===== config.mk =====
export PLATFORM = sky130hd
export DESIGN_NAME = interrupt_sequencer_flat
export DESIGN_NICKNAME = d
export VERILOG_FILES = /design/src/rtl/interrupt_sequencer_if.sv /design/src/rtl/interrupt_sequencer.sv /design/src/flat_wrapper.sv
export SDC_FILE = /design/constraint.sdc
export NUM_CORES = 1
export LEC_CHECK = 0
export CAP_MARGIN = 20
export CORE_MARGIN = 10
export CORE_UTILIZATION = 43
export CTS_CLUSTER_DIAMETER = 120
export DETAILED_ROUTE_END_ITERATION = 6
export PLACE_DENSITY = 0.83
export SLEW_MARGIN = 20
export SYNTH_ARGS = -nofsm -noshare
export SYNTH_HDL_FRONTEND = slang
export SYNTH_SLANG_ARGS = --single-unit

===== constraint.sdc =====
create_clock -name clk -period 1.48 [get_ports clk]
set_input_delay 0.222 -clock clk [delete_from_list [all_inputs] [get_ports clk]]
set_output_delay 0.222 -clock clk [all_outputs]
set_load 0.1 [all_outputs]

===== src/rtl/interrupt_sequencer_if.sv =====
// Control bundle between the interrupt sequencer, the decoder and the dataflow block.
// The sequencer takes the master side; decoder/datapath see the slave side.
interface interrupt_sequencer_if;
    logic       instr_boundary;
    logic       brk_req;
    logic       irq;
    logic       nmi;
    logic       psr_i;
    logic       busy;
    logic [1:0] push_sel;
    logic       load_dor;
    logic       write_en;
    logic       stack_addr;
    logic       sp_dec;
    logic       vector_fetch;
    logic [7:0] vec_adl;
    logic       load_pcl;
    logic       load_pch;
    logic       set_i;
    logic       break_flag;
    logic [1:0] src;
    logic       done;

    modport master (
        input  instr_boundary, brk_req, irq, nmi, psr_i,
        output busy, push_sel, load_dor, write_en, stack_addr, sp_dec,
        output vector_fetch, vec_adl, load_pcl, load_pch, set_i,
        output break_flag, src, done
    );

    modport slave (
        output instr_boundary, brk_req, irq, nmi, psr_i,
        input  busy, push_sel, load_dor, write_en, stack_addr, sp_dec,
        input  vector_fetch, vec_adl, load_pcl, load_pch, set_i,
        input  break_flag, src, done
    );
endinterface


===== src/rtl/interrupt_sequencer.sv =====
// 6502-style interrupt/reset entry sequencer: push PCH, PCL, PSR then fetch vector.
// Control strobes are registered and decoded from the upcoming state and source.
module interrupt_sequencer #(
    parameter logic [7:0] VEC_NMI    = 8'hFA,
    parameter logic [7:0] VEC_RESET  = 8'hFC,
    parameter logic [7:0] VEC_IRQ    = 8'hFE,
    parameter logic [7:0] VEC_PAGE   = 8'hFF,
    parameter logic [7:0] STACK_PAGE = 8'h01
) (
    input  logic                  clk,
    input  logic                  rst,
    interrupt_sequencer_if.master bus
);

    typedef enum logic [2:0] {
        HOLD, IDLE, PUSH_PCH, PUSH_PCL, PUSH_PSR, VEC_LO, VEC_HI
    } state_e;

    typedef enum logic [1:0] {
        SRC_RESET = 2'b00,
        SRC_NMI   = 2'b01,
        SRC_IRQ   = 2'b10,
        SRC_BRK   = 2'b11
    } src_e;

    typedef struct packed {
        logic       busy;
        logic [1:0] push_sel;
        logic       load_dor;
        logic       write_en;
        logic       stack_addr;
        logic       sp_dec;
        logic       vector_fetch;
        logic [7:0] vec_adl;
        logic       load_pcl;
        logic       load_pch;
        logic       set_i;
        logic       break_flag;
        logic       done;
    } ctl_t;

    state_e state_q, state_d;
    src_e   src_q, src_d;
    logic   brk_q, brk_d;
    logic   pend_q, pend_d;
    logic   nmi_q;
    ctl_t   ctl_q;
    logic   nmi_rise;

    // Page constants are applied by the dataflow block from stack_addr/vector_fetch.
    logic unused_pages;
    assign unused_pages = ^{VEC_PAGE, STACK_PAGE};

    function automatic logic [7:0] vec_base(src_e s);
        logic [7:0] v;
        unique case (s)
            SRC_RESET: v = VEC_RESET;
            SRC_NMI:   v = VEC_NMI;
            default:   v = VEC_IRQ;
        endcase
        return v;
    endfunction

    function automatic ctl_t decode(state_e st, src_e s, logic brk);
        ctl_t c;
        logic wr;
        c      = '0;
        wr     = (s != SRC_RESET);
        c.busy = (st != IDLE);
        unique case (st)
            PUSH_PCH, PUSH_PCL, PUSH_PSR: begin
                c.stack_addr = 1'b1;
                c.sp_dec     = 1'b1;
                c.load_dor   = wr;
                c.write_en   = wr;
                unique case (st)
                    PUSH_PCH: c.push_sel = 2'b01;
                    PUSH_PCL: c.push_sel = 2'b10;
                    default: begin
                        c.push_sel   = 2'b11;
                        c.break_flag = brk;
                    end
                endcase
            end
            VEC_LO: begin
                c.vector_fetch = 1'b1;
                c.load_pcl     = 1'b1;
                c.set_i        = 1'b1;
                c.vec_adl      = vec_base(s);
            end
            VEC_HI: begin
                c.vector_fetch = 1'b1;
                c.load_pch     = 1'b1;
                c.done         = 1'b1;
                c.vec_adl      = vec_base(s) + 8'd1;
            end
            default: ;
        endcase
        return c;
    endfunction

    assign nmi_rise = bus.nmi & ~nmi_q;

    always_comb begin
        state_d = state_q;
        src_d   = src_q;
        brk_d   = brk_q;
        pend_d  = pend_q | (nmi_rise & (state_q != HOLD));
        unique case (state_q)
            HOLD: begin
                state_d = PUSH_PCH;
                src_d   = SRC_RESET;
                brk_d   = 1'b0;
            end
            IDLE: begin
                if (bus.instr_boundary) begin
                    if (pend_q) begin
                        state_d = PUSH_PCH;
                        src_d   = SRC_NMI;
                        brk_d   = 1'b0;
                    end else if (bus.irq && !bus.psr_i) begin
                        state_d = PUSH_PCH;
                        src_d   = SRC_IRQ;
                        brk_d   = 1'b0;
                    end else if (bus.brk_req) begin
                        state_d = PUSH_PCH;
                        src_d   = SRC_BRK;
                        brk_d   = 1'b1;
                    end
                end
            end
            PUSH_PCH, PUSH_PCL, PUSH_PSR: begin
                unique case (state_q)
                    PUSH_PCH: state_d = PUSH_PCL;
                    PUSH_PCL: state_d = PUSH_PSR;
                    default:  state_d = VEC_LO;
                endcase
                // A pending NMI steals an IRQ/BRK entry; RESET is never stolen.
                if (pend_q && (src_q == SRC_IRQ || src_q == SRC_BRK))
                    src_d = SRC_NMI;
            end
            VEC_LO: begin
                state_d = VEC_HI;
                if (src_q == SRC_NMI)
                    pend_d = nmi_rise;
            end
            VEC_HI:  state_d = IDLE;
            default: state_d = HOLD;
        endcase
    end

    always_ff @(posedge clk) begin
        if (rst) begin
            state_q <= HOLD;
            src_q   <= SRC_RESET;
            brk_q   <= 1'b0;
            pend_q  <= 1'b0;
            nmi_q   <= 1'b0;
            ctl_q   <= decode(HOLD, SRC_RESET, 1'b0);
        end else begin
            state_q <= state_d;
            src_q   <= src_d;
            brk_q   <= brk_d;
            pend_q  <= pend_d;
            nmi_q   <= bus.nmi;
            ctl_q   <= decode(state_d, src_d, brk_d);
        end
    end

    assign bus.busy         = ctl_q.busy;
    assign bus.push_sel     = ctl_q.push_sel;
    assign bus.load_dor     = ctl_q.load_dor;
    assign bus.write_en     = ctl_q.write_en;
    assign bus.stack_addr   = ctl_q.stack_addr;
    assign bus.sp_dec       = ctl_q.sp_dec;
    assign bus.vector_fetch = ctl_q.vector_fetch;
    assign bus.vec_adl      = ctl_q.vec_adl;
    assign bus.load_pcl     = ctl_q.load_pcl;
    assign bus.load_pch     = ctl_q.load_pch;
    assign bus.set_i        = ctl_q.set_i;
    assign bus.break_flag   = ctl_q.break_flag;
    assign bus.src          = src_q;
    assign bus.done         = ctl_q.done;

endmodule


===== src/flat_wrapper.sv =====
// flat-port wrapper written by rule: the top's interface ports become plain ports
module interrupt_sequencer_flat 
#(
    parameter logic [7:0] VEC_NMI    = 8'hFA,
    parameter logic [7:0] VEC_RESET  = 8'hFC,
    parameter logic [7:0] VEC_IRQ    = 8'hFE,
    parameter logic [7:0] VEC_PAGE   = 8'hFF,
    parameter logic [7:0] STACK_PAGE = 8'h01
)
  (clk, rst, bus_instr_boundary, bus_brk_req, bus_irq, bus_nmi, bus_psr_i, bus_busy, bus_push_sel, bus_load_dor, bus_write_en, bus_stack_addr, bus_sp_dec, bus_vector_fetch, bus_vec_adl, bus_load_pcl, bus_load_pch, bus_set_i, bus_break_flag, bus_src, bus_done);
  interrupt_sequencer_if bus_i ();
  input  logic clk;
  input  logic rst;
  input wire logic [$bits(bus_i.instr_boundary)-1:0] bus_instr_boundary;
  input wire logic [$bits(bus_i.brk_req)-1:0] bus_brk_req;
  input wire logic [$bits(bus_i.irq)-1:0] bus_irq;
  input wire logic [$bits(bus_i.nmi)-1:0] bus_nmi;
  input wire logic [$bits(bus_i.psr_i)-1:0] bus_psr_i;
  output wire logic [$bits(bus_i.busy)-1:0] bus_busy;
  output wire logic [$bits(bus_i.push_sel)-1:0] bus_push_sel;
  output wire logic [$bits(bus_i.load_dor)-1:0] bus_load_dor;
  output wire logic [$bits(bus_i.write_en)-1:0] bus_write_en;
  output wire logic [$bits(bus_i.stack_addr)-1:0] bus_stack_addr;
  output wire logic [$bits(bus_i.sp_dec)-1:0] bus_sp_dec;
  output wire logic [$bits(bus_i.vector_fetch)-1:0] bus_vector_fetch;
  output wire logic [$bits(bus_i.vec_adl)-1:0] bus_vec_adl;
  output wire logic [$bits(bus_i.load_pcl)-1:0] bus_load_pcl;
  output wire logic [$bits(bus_i.load_pch)-1:0] bus_load_pch;
  output wire logic [$bits(bus_i.set_i)-1:0] bus_set_i;
  output wire logic [$bits(bus_i.break_flag)-1:0] bus_break_flag;
  output wire logic [$bits(bus_i.src)-1:0] bus_src;
  output wire logic [$bits(bus_i.done)-1:0] bus_done;
  assign bus_i.instr_boundary = bus_instr_boundary;
  assign bus_i.brk_req = bus_brk_req;
  assign bus_i.irq = bus_irq;
  assign bus_i.nmi = bus_nmi;
  assign bus_i.psr_i = bus_psr_i;
  assign bus_busy = bus_i.busy;
  assign bus_push_sel = bus_i.push_sel;
  assign bus_load_dor = bus_i.load_dor;
  assign bus_write_en = bus_i.write_en;
  assign bus_stack_addr = bus_i.stack_addr;
  assign bus_sp_dec = bus_i.sp_dec;
  assign bus_vector_fetch = bus_i.vector_fetch;
  assign bus_vec_adl = bus_i.vec_adl;
  assign bus_load_pcl = bus_i.load_pcl;
  assign bus_load_pch = bus_i.load_pch;
  assign bus_set_i = bus_i.set_i;
  assign bus_break_flag = bus_i.break_flag;
  assign bus_src = bus_i.src;
  assign bus_done = bus_i.done;
  interrupt_sequencer #(.VEC_NMI(VEC_NMI), .VEC_RESET(VEC_RESET), .VEC_IRQ(VEC_IRQ), .VEC_PAGE(VEC_PAGE), .STACK_PAGE(STACK_PAGE)) u_core (.clk(clk), .rst(rst), .bus(bus_i));
endmodule

==> flow_metrics.env <==
export IMPL_status="complete, no violations"
export IMPL_vdd_drop_max_v=0.0007031
export IMPL_yosysTopAreaCell="dfxtp_1"
export IMPL_finalPower_mw=1.441
export IMPL_finalNetCount=136
export IMPL_yosysUniqueCellTypes=31
export IMPL_core_mm2=0.001942
export IMPL_worst_setup_path_start_kind="register"
export IMPL_cts_sinks=20
export IMPL_syn_to_final_growth_pct=66.62
export IMPL_grt_pass1_wl_um=3905
export IMPL_yosysSeqAreaShare_pct=45.65
export IMPL_grt_max_degree=12
export IMPL_drc=0
export IMPL_final_setup_tns_ns=0
export IMPL_worstPathArrival_ns=1.61
export IMPL_synth_fp_nets=105
export IMPL_antenna_found_initial=0
export IMPL_wl_per_cell_um=15.38
export IMPL_clk_path_buf_depth=2
export IMPL_power_density_mw_per_mm2=986.1
export IMPL_final_hold_viol_count=0
export IMPL_yosysWarnings=0
export IMPL_seq_area_um2=410.4
export IMPL_synth_top_area_share_pct=45.65
export IMPL_crit_chain="or2_4 -> a221oi_2 -> a2bb2oi_2 -> a21o_1 -> a21boi_1"
export IMPL_slowest_delay_ns=0.37
export IMPL_hold_slack_ns=0.4813
export IMPL_overflow=0
export IMPL_cts_max_level=1
export IMPL_fin_ws_ns=0.06812
export IMPL_skew_ns=0.003276
export IMPL_gp_congestion=0.8912
export IMPL_portBuffers=29
export IMPL_synth_edf_count=0
export IMPL_synthCells=98
export IMPL_worst_path_buf_inv=0
export IMPL_period_share_pct=95.40
export IMPL_path_class="register to register"
export IMPL_synthArstFlopShare_pct=0
export IMPL_drt_first_iter_violations=8
export IMPL_vias_per_cell=5.110
export IMPL_multi_input_area_um2=381.6
export IMPL_yosys_top_cells_count="dfxtp_1 (20), nor2_1 (11), buf_4 (10)"
export IMPL_die_area_mm2=0.004246
export IMPL_p_leak_nw=0.5862
export IMPL_start_util_pct=45.17
export IMPL_final_max_slew_violation_count=0
export IMPL_hpwl_um=1908
export IMPL_critPathTopFamily="compound AO/OA/AOI/OAI gates"
export IMPL_dp_slack_ns=-0.1749
export IMPL_ios=30
export IMPL_syn_cell_area_um2=877.1
export IMPL_cp_max_fo=4
export IMPL_worst_pin_slew_ns=0.3173
export IMPL_critPathCaptureType="register"
export IMPL_ys_flop_type="dfxtp_1"
export IMPL_cp_depth=5
export IMPL_drive_above_1_share_pct=42.19
export IMPL_antenna_left=0
export IMPL_setup_violations=0
export IMPL_antenna_cells=0
export IMPL_drv_cap=0
export IMPL_hold_path_class="primary input to register"
export IMPL_dieWidth_um=65.17
export IMPL_insertion_delay_ns=0.30
export IMPL_ys_seq_elements=20
export IMPL_drt_total_wl_um=2384
export IMPL_critPathRequiredTime_ns=1.68
export IMPL_vias=792
export IMPL_cp_slowest_cell="dfxtp_1"
export IMPL_min_path_cells=2
export IMPL_cts_tree="done"
export IMPL_synthMostInstantiatedCell="dfxtp_1"
export IMPL_r2r_cells=5
export IMPL_fmax_mhz=708.3
export IMPL_clk_pin_slew_ns=0.11
export IMPL_grt_use_total_pct=11.47
export IMPL_num_fill_cells=138
export IMPL_relSlewSlack_pct=78.78
export IMPL_cts_root_buffer="clkbuf_4"
export IMPL_fin_crit_ns=1.412
export IMPL_grt_pass1_vias=841
export IMPL_drt_first_pass_iters=4
export IMPL_placement_rows=16
export IMPL_syn_area_per_cell_um2=8.950
export IMPL_cts_made_buffers=3
export IMPL_yosys_top_cells_area="dfxtp_1 (46%), buf_4 (8.6%), nor2_1 (4.7%)"
export IMPL_rsz0062_at_grt="false"
export IMPL_die_h_um=65.17
## sequential cells by signal (all words and copies together) (netlist names)
register               flops
u_core.bus.load_pcl        1
u_core.bus.sp_dec          1
u_core.nmi_q               1
u_core.bus.src             2
u_core.bus.vec_adl         4
u_core.pend_q              1
u_core.bus.load_pch        1
u_core.brk_q               1
u_core.bus.push_sel        2
u_core.state_q             3
u_core.bus.write_en        1
u_core.bus.break_flag      1
u_core.bus.busy            1
## cell type report
| type | count | share of cell area [%] |
|---|---|---|
| Sequential cell | 20 | 28.08 |
| Clock buffer | 4 | 2.483 |
| Inverter | 3 | 0.7705 |
| Multi-Input combinational cell | 63 | 26.11 |
| Timing Repair Buffer | 38 | 40.24 |
| Tap cell | 27 | 2.312 |
## cells by family (layout without fill, tap and decap cells)
family	count (synthesis)	count (layout)	share of synthesized area, %
flops	20	20	45.65
compound gates	29	29	22.68
simple gates	34	34	20.83
buf+inv	15	45	10.84
## placed cells by master, fill, tap and decap left out, types with 2 or more instances in the layout
master           synthesis  routed
dfxtp_1                 20      12
nand2b_1                 5       5
nor2b_1                  2       2
o21ai_1                  3       3
inv_1                    3       3
buf_4                   10       9
a21oi_1                  8       8
a31oi_1                  2       2
clkbuf_4                 0       3
o21ai_0                  5       5
clkdlybuf4s50_1          0       6
buf_12                   0      23
nand2_1                  6       6
a21o_1                   2       2
nand3_1                  2       2
o31ai_1                  2       2
dfxtp_2                  0       8
nor2_1                  11      11
## final timing paths
path,from,end,slack (ns)
max,u_core.state_q[1],u_core.bus.write_en,0.07
min,bus_nmi,u_core.nmi_q,0.48
max reg2reg,u_core.state_q[1],u_core.bus.write_en,0.07
min reg2reg,u_core.brk_q,u_core.brk_q,0.51
## metrics by stage
step | std cells | instance area [µm²] | util [%]
4_1_cts | 155 | 1460 | 75.19
2_1_floorplan | 98 | 885.9 | -
3_5_place_dp | 151 | 1424 | 73.32
3_3_place_gp | 151 | 1424 | 73.32
6_report | 155 | 1461 | 75.26
5_1_grt | 155 | 1461 | 75.26
## power by group
part	internal (mW)	total [mW]	switching (mW)
Clock	0.150	0.320	0.170
Combinational	0.195	0.504	0.309
Sequential	0.572	0.617	0.0446
Total	0.917	1.44	0.524
## timing repair
action / 4_1_cts / 5_1_grt
endpoints found under the setup margin: 0 / 4
resized for setup: 0 / 1
hold buffers: 0 / 0
buffers inserted: 0 / 0
## routing by layer
metal  wire (µm)  vias to the layer above  GRT usage [%]
met4          46                        0          4.813
met3         106                        7          2.881
li1            -                      385              -
met1         885                      382          11.35
met2        1346                       18          21.95
met5           0                        -              0
Note: power is estimated with default switching activity, not from simulation.
